--- config.mk ---
export PLATFORM = sky130hd
export DESIGN_NAME = seq_control
export DESIGN_NICKNAME = d
export VERILOG_FILES = /design/src/rtl/seq_pkg.sv /design/src/rtl/seq_loop_counter.sv /design/src/rtl/seq_control.sv
export SDC_FILE = /design/constraint.sdc
export NUM_CORES = 1
export LEC_CHECK = 0
export CAP_MARGIN = 20
export CORE_MARGIN = 8
export CORE_UTILIZATION = 49
export DETAILED_ROUTE_END_ITERATION = 10
export GPL_TIMING_DRIVEN = 1
export PLACE_DENSITY = 0.8
export SLEW_MARGIN = 20
export SYNTH_ARGS = -nofsm -noshare
export SYNTH_HDL_FRONTEND = slang
export SYNTH_HIERARCHICAL = 1
export SYNTH_SLANG_ARGS = --single-unit
--- constraint.sdc ---
create_clock -name clock -period 3.25 [get_ports clock]
set_clock_uncertainty 0.15 [all_clocks]
set_input_delay 0.4875 -clock clock [delete_from_list [all_inputs] [get_ports clock]]
set_output_delay 0.4875 -clock clock [all_outputs]
set_load 0.01 [all_outputs]
--- src/rtl/seq_pkg.sv ---
// seq_pkg: shared opcode, source-select and FSM types for the
// microprogram next-address controller.
package seq_pkg;

  typedef enum logic [3:0] {
    OP_JZ   = 4'd0,
    OP_CJS  = 4'd1,
    OP_JMAP = 4'd2,
    OP_CJP  = 4'd3,
    OP_PUSH = 4'd4,
    OP_JSRP = 4'd5,
    OP_CJV  = 4'd6,
    OP_JRP  = 4'd7,
    OP_RFCT = 4'd8,
    OP_RPCT = 4'd9,
    OP_CRTN = 4'd10,
    OP_CJPP = 4'd11,
    OP_LDCT = 4'd12,
    OP_LOOP = 4'd13,
    OP_CONT = 4'd14,
    OP_TWB  = 4'd15
  } opcode_t;

  localparam logic [1:0] SRC_PC  = 2'b00;
  localparam logic [1:0] SRC_AR  = 2'b01;
  localparam logic [1:0] SRC_STK = 2'b10;
  localparam logic [1:0] SRC_D   = 2'b11;

  typedef enum logic {
    ST_INIT = 1'b0,
    ST_RUN  = 1'b1
  } state_t;

endpackage

--- src/rtl/seq_loop_counter.sv ---
// seq_loop_counter: loop counter with parallel load and
// decrement, reporting when it holds zero.
module seq_loop_counter #(
  parameter int CW = 12
) (
  input  logic          clock,
  input  logic          reset,
  input  logic          load,
  input  logic          dec,
  input  logic [CW-1:0] d,
  output logic          cnt_zero
);

  logic [CW-1:0] cnt;

  always_ff @(posedge clock or posedge reset) begin
    if (reset) begin
      cnt <= '0;
    end else if (load) begin
      cnt <= d;
    end else if (dec) begin
      cnt <= cnt - CW'(1);
    end
  end

  assign cnt_zero = (cnt == '0);

endmodule

--- src/rtl/seq_control.sv ---
// seq_control: Am2910-style next-address decoder driving 4-bit
// sequencer slices. Define SEQ_STACK_GUARD_EN to block pushes at full.
module seq_control
  import seq_pkg::*;
#(
  parameter int CW          = 12,
  parameter int STACK_DEPTH = 4
) (
  input  logic          clock,
  input  logic          reset,
  input  logic [3:0]    instr,
  input  logic          ccen_n,
  input  logic          cc_n,
  input  logic [CW-1:0] d,
  output logic          s1,
  output logic          s0,
  output logic          zero_n,
  output logic          fe_n,
  output logic          pup,
  output logic          re_n,
  output logic          cin,
  output logic          pl_n,
  output logic          map_n,
  output logic          vect_n,
  output logic          cnt_zero,
  output logic          full,
  output logic          underflow,
  output logic          overflow
);

  localparam int DW = $clog2(STACK_DEPTH + 1);

  state_t        state;
  opcode_t       op;
  logic          pass;
  logic [1:0]    src;
  logic          push;
  logic          pop;
  logic          load;
  logic          dec;
  logic          clr;
  logic          push_blk;
  logic [DW-1:0] depth;

  assign op   = opcode_t'(instr);
  assign pass = ccen_n | ~cc_n;
  assign full = (depth == DW'(STACK_DEPTH));

  always_comb begin
    src    = SRC_PC;
    zero_n = 1'b1;
    push   = 1'b0;
    pop    = 1'b0;
    load   = 1'b0;
    dec    = 1'b0;
    clr    = 1'b0;
    pl_n   = 1'b0;
    map_n  = 1'b1;
    vect_n = 1'b1;
    cin    = 1'b1;
    if (state == ST_INIT) begin
      zero_n = 1'b0;
    end else begin
      unique case (op)
        OP_JZ: begin
          zero_n = 1'b0;
          clr    = 1'b1;
        end
        OP_CJS: if (pass) begin
          src  = SRC_D;
          push = 1'b1;
        end
        OP_JMAP: begin
          src   = SRC_D;
          map_n = 1'b0;
          pl_n  = 1'b1;
        end
        OP_CJP: if (pass) src = SRC_D;
        OP_PUSH: begin
          push = 1'b1;
          load = pass;
        end
        OP_JSRP: begin
          src  = pass ? SRC_D : SRC_AR;
          push = 1'b1;
        end
        OP_CJV: if (pass) begin
          src    = SRC_D;
          vect_n = 1'b0;
          pl_n   = 1'b1;
        end
        OP_JRP: src = pass ? SRC_D : SRC_AR;
        OP_RFCT: if (!cnt_zero) begin
          src = SRC_STK;
          dec = 1'b1;
        end else begin
          pop = 1'b1;
        end
        OP_RPCT: if (!cnt_zero) begin
          src = SRC_D;
          dec = 1'b1;
        end
        OP_CRTN: if (pass) begin
          src = SRC_STK;
          pop = 1'b1;
        end
        OP_CJPP: if (pass) begin
          src = SRC_D;
          pop = 1'b1;
        end
        OP_LDCT: load = 1'b1;
        OP_LOOP: if (pass) pop = 1'b1;
                 else src = SRC_STK;
        OP_CONT: src = SRC_PC;
        OP_TWB: if (pass) begin
          pop = 1'b1;
        end else if (!cnt_zero) begin
          src = SRC_STK;
          dec = 1'b1;
        end else begin
          src = SRC_D;
          pop = 1'b1;
        end
      endcase
    end
  end

`ifdef SEQ_STACK_GUARD_EN
  assign push_blk = push & full;
`else
  assign push_blk = 1'b0;
`endif

  assign s1   = src[1];
  assign s0   = src[0];
  assign fe_n = ~((push & ~push_blk) | pop);
  assign pup  = push;
  assign re_n = ~load;

  // Counter and slice AR load together so AR mirrors the count.
  seq_loop_counter #(.CW(CW)) u_cnt (
    .clock    (clock),
    .reset    (reset),
    .load     (load),
    .dec      (dec),
    .d        (d),
    .cnt_zero (cnt_zero)
  );

  always_ff @(posedge clock or posedge reset) begin
    if (reset) begin
      state     <= ST_INIT;
      depth     <= '0;
      underflow <= 1'b0;
      overflow  <= 1'b0;
    end else if (state == ST_INIT) begin
      state <= ST_RUN;
    end else begin
      if (clr) begin
        depth <= '0;
      end else if (push) begin
        if (!full) depth <= depth + DW'(1);
`ifdef SEQ_STACK_GUARD_EN
        if (push_blk) overflow <= 1'b1;
`endif
      end else if (pop) begin
        if (depth == '0) underflow <= 1'b1;
        else depth <= depth - DW'(1);
      end
    end
  end

endmodule
==> flow_summary.ini, run 1 <==
[die]
die_w_um = 68.1
fp.dieArea_um2 = 4640
start_util_pct = 50.0
fp-row-count = 19
ios = 34
core_area_um2 = 2660
die_y_um = 68.1

[route]
wirelength_um = 3340
ant_nets = 0
viasPerCell = 5.61
drt_iter0_markers = 110
avgRoutedWirePerCell_um = 14.7
drc = 0
first_pass_iters = 4
vias = 1279

[setup_path]
critical_path_buf_inv_count = 3
crit_path_frequent_cell = nand3_1
worstSetupPathType = flop to output pin
crit_required_ps = 2610
reg2reg_depth = 11
crit_slowest_cell = or4b_2
worstPathMaxFanout = 6
r2r-start = u_cnt/cnt[1]
slowest_delay_ps = 610
rrSetupSlack_ps = 370
r2r_end = u_cnt/cnt[10]
start_kind = flop
critPathTopFamily = simple AND/OR/NAND/NOR gates
crit_cells = 10
end_kind = output pin
crit_chain = inv_1 -> ha_1 -> or4b_2 -> nor3_2 -> buf_4 -> nand3_1 -> o21ai_0 -> nand3_1 -> a31oi_1 -> dlygate4sd2_1
worstPathArrival_ps = 2580

[power_and_ir_drop]
p_leak_nw = 0.712
power_density_nw_per_um2 = 489
irDropWorstVdd_v = 0.000426

[cts]
cts.sinks = 17
cts_tree = done
insertion_delay_ps = 290
htree_levels = 1
clk_pin_slew_ps = 100
cts_made_buffers = 3
root_buffer = clkbuf_4
max-clock-path-buffers = 2
ctsHoldBuffers = 0

[timing]
finalSetupViolations = 0
slew_violations = 0
hold_viol_final = 0
fin_crit_ps = 3210
hold_ws_ps = 272
min_period_over_period_pct = 98.9
fmax_mhz = 311

[worst_hold_path]
hp-class = primary input to asynchronous set/reset pin

[synthesis]
netlist_instances = 158
yosys_warnings = 8
synth_edf_count = 0
synth_top_family_by_area = simple AND/OR/NAND/NOR gates
synthDistinctLibCells = 53
synthXorXnorAreaFrac_pct = 7.24
ys.flop_type = dfrtp_1
synth-compound-area-share_pct = 17.4
synthesis.area_um2 = 1330
synthMuxAreaShare_pct = 0.846
netlist.area_leader.share_pct = 32.0
ys_ff_latch = 17
synthAdderAreaFrac_pct = 3.38
yosys-top-cells-area = dfrtp_1 (32%), nand2_1 (6.5%), o21ai_0 (4.9%), xnor2_1 (4.6%), nor2_1 (3.1%)
yosys.area_share.simple_pct = 32.3
yosysTopAreaCell = dfrtp_1
avgSynthCellArea_um2 = 8.43
yosysSeqAreaShare_pct = 32.0
ys_async_sr_fraction_pct = 100

[placement]
post-dp-hpwl_um = 2600
finalWeightedCongestion = 0.832
placed_cell_area_um2 = 1710
io_buffers = 31
placedCellCount = 221

[global_route]
grt.overflow.total = 0
grt_pass1_wl_um = 5450
grt_util_all_layers_pct = 14.8
grt_max_degree = 19
antenna_found_initial = 0
grt_pass1_vias = 1319

[finish]
fin_cells = 228
finalNetCount = 221
final_area_um2 = 1760
fillers = 233
antennaDiodeCount = 0
drive_gt1_share_pct = 18.8
area_growth_pct = 32.3

[run_status]
outcome = completed

[run]
max-cap-violations = 0
==> where the power goes <==
| group | internal (mW) | switching [mW] |
|---|---|---|
| clock network | 0.0477 | 0.0652 |
| logic | 0.197 | 0.192 |
| registers | 0.283 | 0.0754 |
| total | 0.528 | 0.332 |
==> worst reg2reg max path: stages, from the launching register on <==
cell and delay, ps:
dfrtp_1 410, inv_1 90, ha_1 150, or4b_2 610, nor3_2 140, buf_4 160, and4b_2 230, buf_4 150
and4bb_2 270, nand3_1 90, xnor2_1 70, mux2_2 250
==> cell usage in the layout (no fill, tap or decap), drive strengths merged, types with 2 or more instances in the layout <==
cell,count
nand2b,5
xor2,4
o21ai,17
ha,2
inv,7
or4b,3
dfrtp,17
and4bb,2
nand3,4
xnor2,7
nor2,12
nand2,23
clkdlybuf4s50,29
nor4,3
clkbuf,4
or2,2
o22ai,2
a31oi,4
a31o,2
nor3,7
conb,3
a21oi,3
buf,13
dlygate4sd2,2
==> cell families after synthesis <==
logic type,after synthesis
flip-flops,17
XOR/XNOR,11
AND/OR/NAND/NOR,72
multiplexers,1
adder cells (fa/ha/maj),3
other,2
buffers and inverters,18
AO/OA/AOI/OAI,34
==> cells in the mapped netlist, drive strengths merged, types with 2 or more instances <==
cell and n:
or4b 3, buf 5, nor2 12, ha 2
nor4 3, or2 2, clkbuf 5, a31o 2
o22ai 2, and4bb 2, a21oi 3, inv 7
nand2 23, conb 2, nor3 7, nand3 4
xor2 4, a31oi 4, o21ai 17, dfrtp 17
xnor2 7, nand2b 5
==> timing repair <==
item,CTS,global route
setup buffers,0,3
setup endpoints to repair,2,3
pin swaps,0,1
resized for setup,2,1
cloned,0,0
==> worst max path at each step <==
stage	startpoint	to	slack (ps)
final	u_cnt/cnt[1]	s0	40
after global routing	u_cnt/cnt[1]	s0	-60
after CTS	u_cnt/cnt[0]	fe_n	50
after detailed placement	cc_n	u_cnt/cnt[7]	40
after global placement	cc_n	u_cnt/cnt[11]	110
after floorplan	u_cnt/cnt[0]	u_cnt/cnt[10]	360
==> flip-flops by register name (all words and copies together) (netlist names) <==
register / flops
depth: 3
state: 1
u_cnt/cnt: 12
underflow: 1
==> cell type report <==
| cell class | instances | area [um2] | share of cell area, % |
|---|---|---|---|
| multi-input combinational | 124 | 831 | 47.2 |
| tap | 31 | 38.8 | 2.20 |
| inverter | 8 | 35.0 | 1.99 |
| timing repair buffer | 44 | 405 | 23.0 |
| clock buffer | 4 | 26.3 | 1.49 |
| sequential | 17 | 425 | 24.1 |
==> per-layer routing <==
layer,vias up,part of all wire (%),GRT usage [%]
met3,2,6.2,1.80
met4,0,0.63,5.63
met5,-,0,0
met2,41,50,26.8
met1,604,44,17.2
li1,632,-,-
==> stage by stage <==
stage | utilization, % | total power [mW] | setup TNS (ps) | setup WS (ps)
CTS | 65.1 | 0.841 | 0 | 49.9
detailed placement | 64.2 | 0.726 | 0 | 35.0
finish | 66.2 | 0.861 | 0 | 36.8
global placement | 64.2 | 0.706 | 0 | 108
global route | 66.2 | 0.925 | -76.5 | -57.1
floorplan | - | 0.595 | 0 | 360
Note: power is estimated with default switching activity, not from simulation.
==> inputs of run 2 (changes only) <==
Settings changed: CELL_PAD_IN_SITES_DETAIL_PLACEMENT from default to 1, CELL_PAD_IN_SITES_GLOBAL_PLACEMENT from default to 2, CORE_UTILIZATION 49 to 28, PLACE_DENSITY 0.8 to default, PLACE_DENSITY_LB_ADDON from default to 0.1.
==> run 2 against run 1 <==
  * Routed wire length is 10% higher
  * Sequential cell count stayed put
  * Cell count is 9.6% higher
  * Register-to-register slack better by 50 ps
  * Non-clock buffer count is 1 lower
  * Die area is 56% higher
  * Critical endpoint is now fe_n
  * Largest cell class unchanged
  * Largest power group unchanged
  * Highest routed layer unchanged
==> flow_summary.ini, run 2 (synthesized netlist as in run 1, its figures left out) <==
[run_status]
outcome = completed

[setup_path]
rrSetupSlack_ps = 420
critPathLaunch = u_cnt/cnt[0]
slowest_delay_ps = 600
crit_cells = 9
critPathTopFamily = simple AND/OR/NAND/NOR gates
start_kind = flop
r2r-start = u_cnt/cnt[0]
reg2reg_depth = 11
critical_path_buf_inv_count = 3
end_kind = output pin
crit_chain = inv_1 -> ha_1 -> or4b_2 -> nor3_2 -> buf_4 -> nand4_1 -> a31oi_4 -> nor2_2 -> dlygate4sd2_1
critPathCapture = fe_n
worstPathMaxFanout = 6
crit_slowest_cell = or4b_2
r2r_end = u_cnt/cnt[10]
worstPathArrival_ps = 2430
crit_required_ps = 2610
worstSetupPathType = flop to output pin

[route]
drc = 0
avgRoutedWirePerCell_um = 14.8
ant_nets = 0
viasPerCell = 5.14
vias = 1285
first_pass_iters = 4
drt_iter0_markers = 20
wirelength_um = 3690

[global_route]
grt_util_all_layers_pct = 10.7
grt.overflow.total = 0
grt_max_degree = 16
grt_pass1_wl_um = 6410
antenna_found_initial = 0
grt_pass1_vias = 1370

[worst_hold_path]
hp-class = primary input to asynchronous set/reset pin

[finish]
layout_commonest_cell = clkdlybuf4s50_1
area_growth_pct = 35.5
antennaDiodeCount = 0
finalNetCount = 220
largest_register_ff_count = 12
final_cell_mix = clkdlybuf4s50_1 (28), nand2_1 (23), dfrtp_1 (17), o21ai_0 (13), buf_4 (12)
top_register = u_cnt/cnt
reg.largest.list = u_cnt/cnt x12, depth x3
final_util_pct = 38.7
fin_cells = 250
drive_gt1_share_pct = 19.4

[timing]
fin_setup_tns_ps = 0
min_period_over_period_pct = 94.4
slew_violations = 0
hold_viol_final = 0
finalSetupViolations = 0
rsz0062_at_grt = false
hold_ws_ps = 291
fin_crit_ps = 3070
fmax_mhz = 326

[placement]
placedCellCount = 246
io_buffers = 31
post-dp-hpwl_um = 3050
finalWeightedCongestion = 0.737

[cts]
root_buffer = clkbuf_8
htree_levels = 1
insertion_delay_ps = 260
clk_pin_slew_ps = 80
post_cts_buffers = 0
cts_tree = done
cts.sinks = 17
max-clock-path-buffers = 2
cts_made_buffers = 3
ctsHoldBuffers = 0

[die]
die_w_um = 85.0
fp-row-count = 25
fp.dieArea_um2 = 7220
core_area_um2 = 4660
ios = 34
start_util_pct = 28.6
die_y_um = 85.0

[power_and_ir_drop]
total_power_uw = 909
irDropWorstVdd_v = 0.000229
p_leak_nw = 0.725
power_density_nw_per_um2 = 504

[run]
max-cap-violations = 0
run 2: cell types whose count changed in the layout (fill, tap and decap cells not counted):
| cell | delta |
|---|---|
| clkinvlp_4 | +1 |
| dlygate4sd2_1 | -1 |
| clkbuf_4 | -3 |
| clkbuf_2 | +1 |
| clkbuf_1 | -1 |
| clkbuf_8 | +3 |
| dlymetal6s2s_1 | +1 |
| clkdlybuf4s50_1 | -1 |
| buf_4 | -1 |
run 2: worst register-to-register path, stage by stage (launching register included):
cell and delay [ps]:
dfrtp_1 400, inv_1 90, ha_1 150, or4b_2 600, nor3_2 120, buf_4 150
and4b_2 230, buf_4 150, and4bb_2 270, nand3_1 100, xnor2_1 70, mux2_2 250
run 2: timing repair:
action,CTS,global route
pin swaps,1,0
cloned,0,0
endpoints found under the setup margin,2,3
resized for setup,2,4
run 2: per-layer routing:
layer,up-vias,routed length (um),global-route usage (%),part of all wire [%]
met1,637,1550,11.6,42
li1,622,-,-,-
met2,21,1940,19.8,52
met5,-,0,0,0
met3,5,177,3.19,4.8
met4,0,31,2.43,0.84
run 2: area by class of cell:
cell class                      count  area (um2)
Sequential cell                    17         425
Inverter                            8        35.0
Fill cell                         552        2860
Clock inverter                      1        7.51
Timing Repair Buffer               43         397
Multi-Input combinational cell    124         831
Clock buffer                        3        41.3
Tap cell                           54        67.6
run 2: worst min-delay path by stage:
stage	start	end	slack, ps
2_1_floorplan	reset	depth[0]	120
3_3_place_gp	underflow	underflow	320
3_5_place_dp	underflow	underflow	320
4_1_cts	reset	depth[1]	300
5_1_grt	reset	depth[1]	320
6_report	reset	depth[1]	290
run 2: through the flow:
stage	cell area, um2	setup WS (ps)
after floorplan	1340	360
after global placement	1750	109
after detailed placement	1750	72.4
after CTS	1800	117
after global routing	1800	20.0
final	1800	183
run 2: power breakdown:
group / total (mW) / switching [mW] / internal [mW]
clock: 0.170 / 0.0832 / 0.0866
sequential: 0.362 / 0.0783 / 0.284
combinational: 0.377 / 0.186 / 0.191
total: 0.909 / 0.347 / 0.562
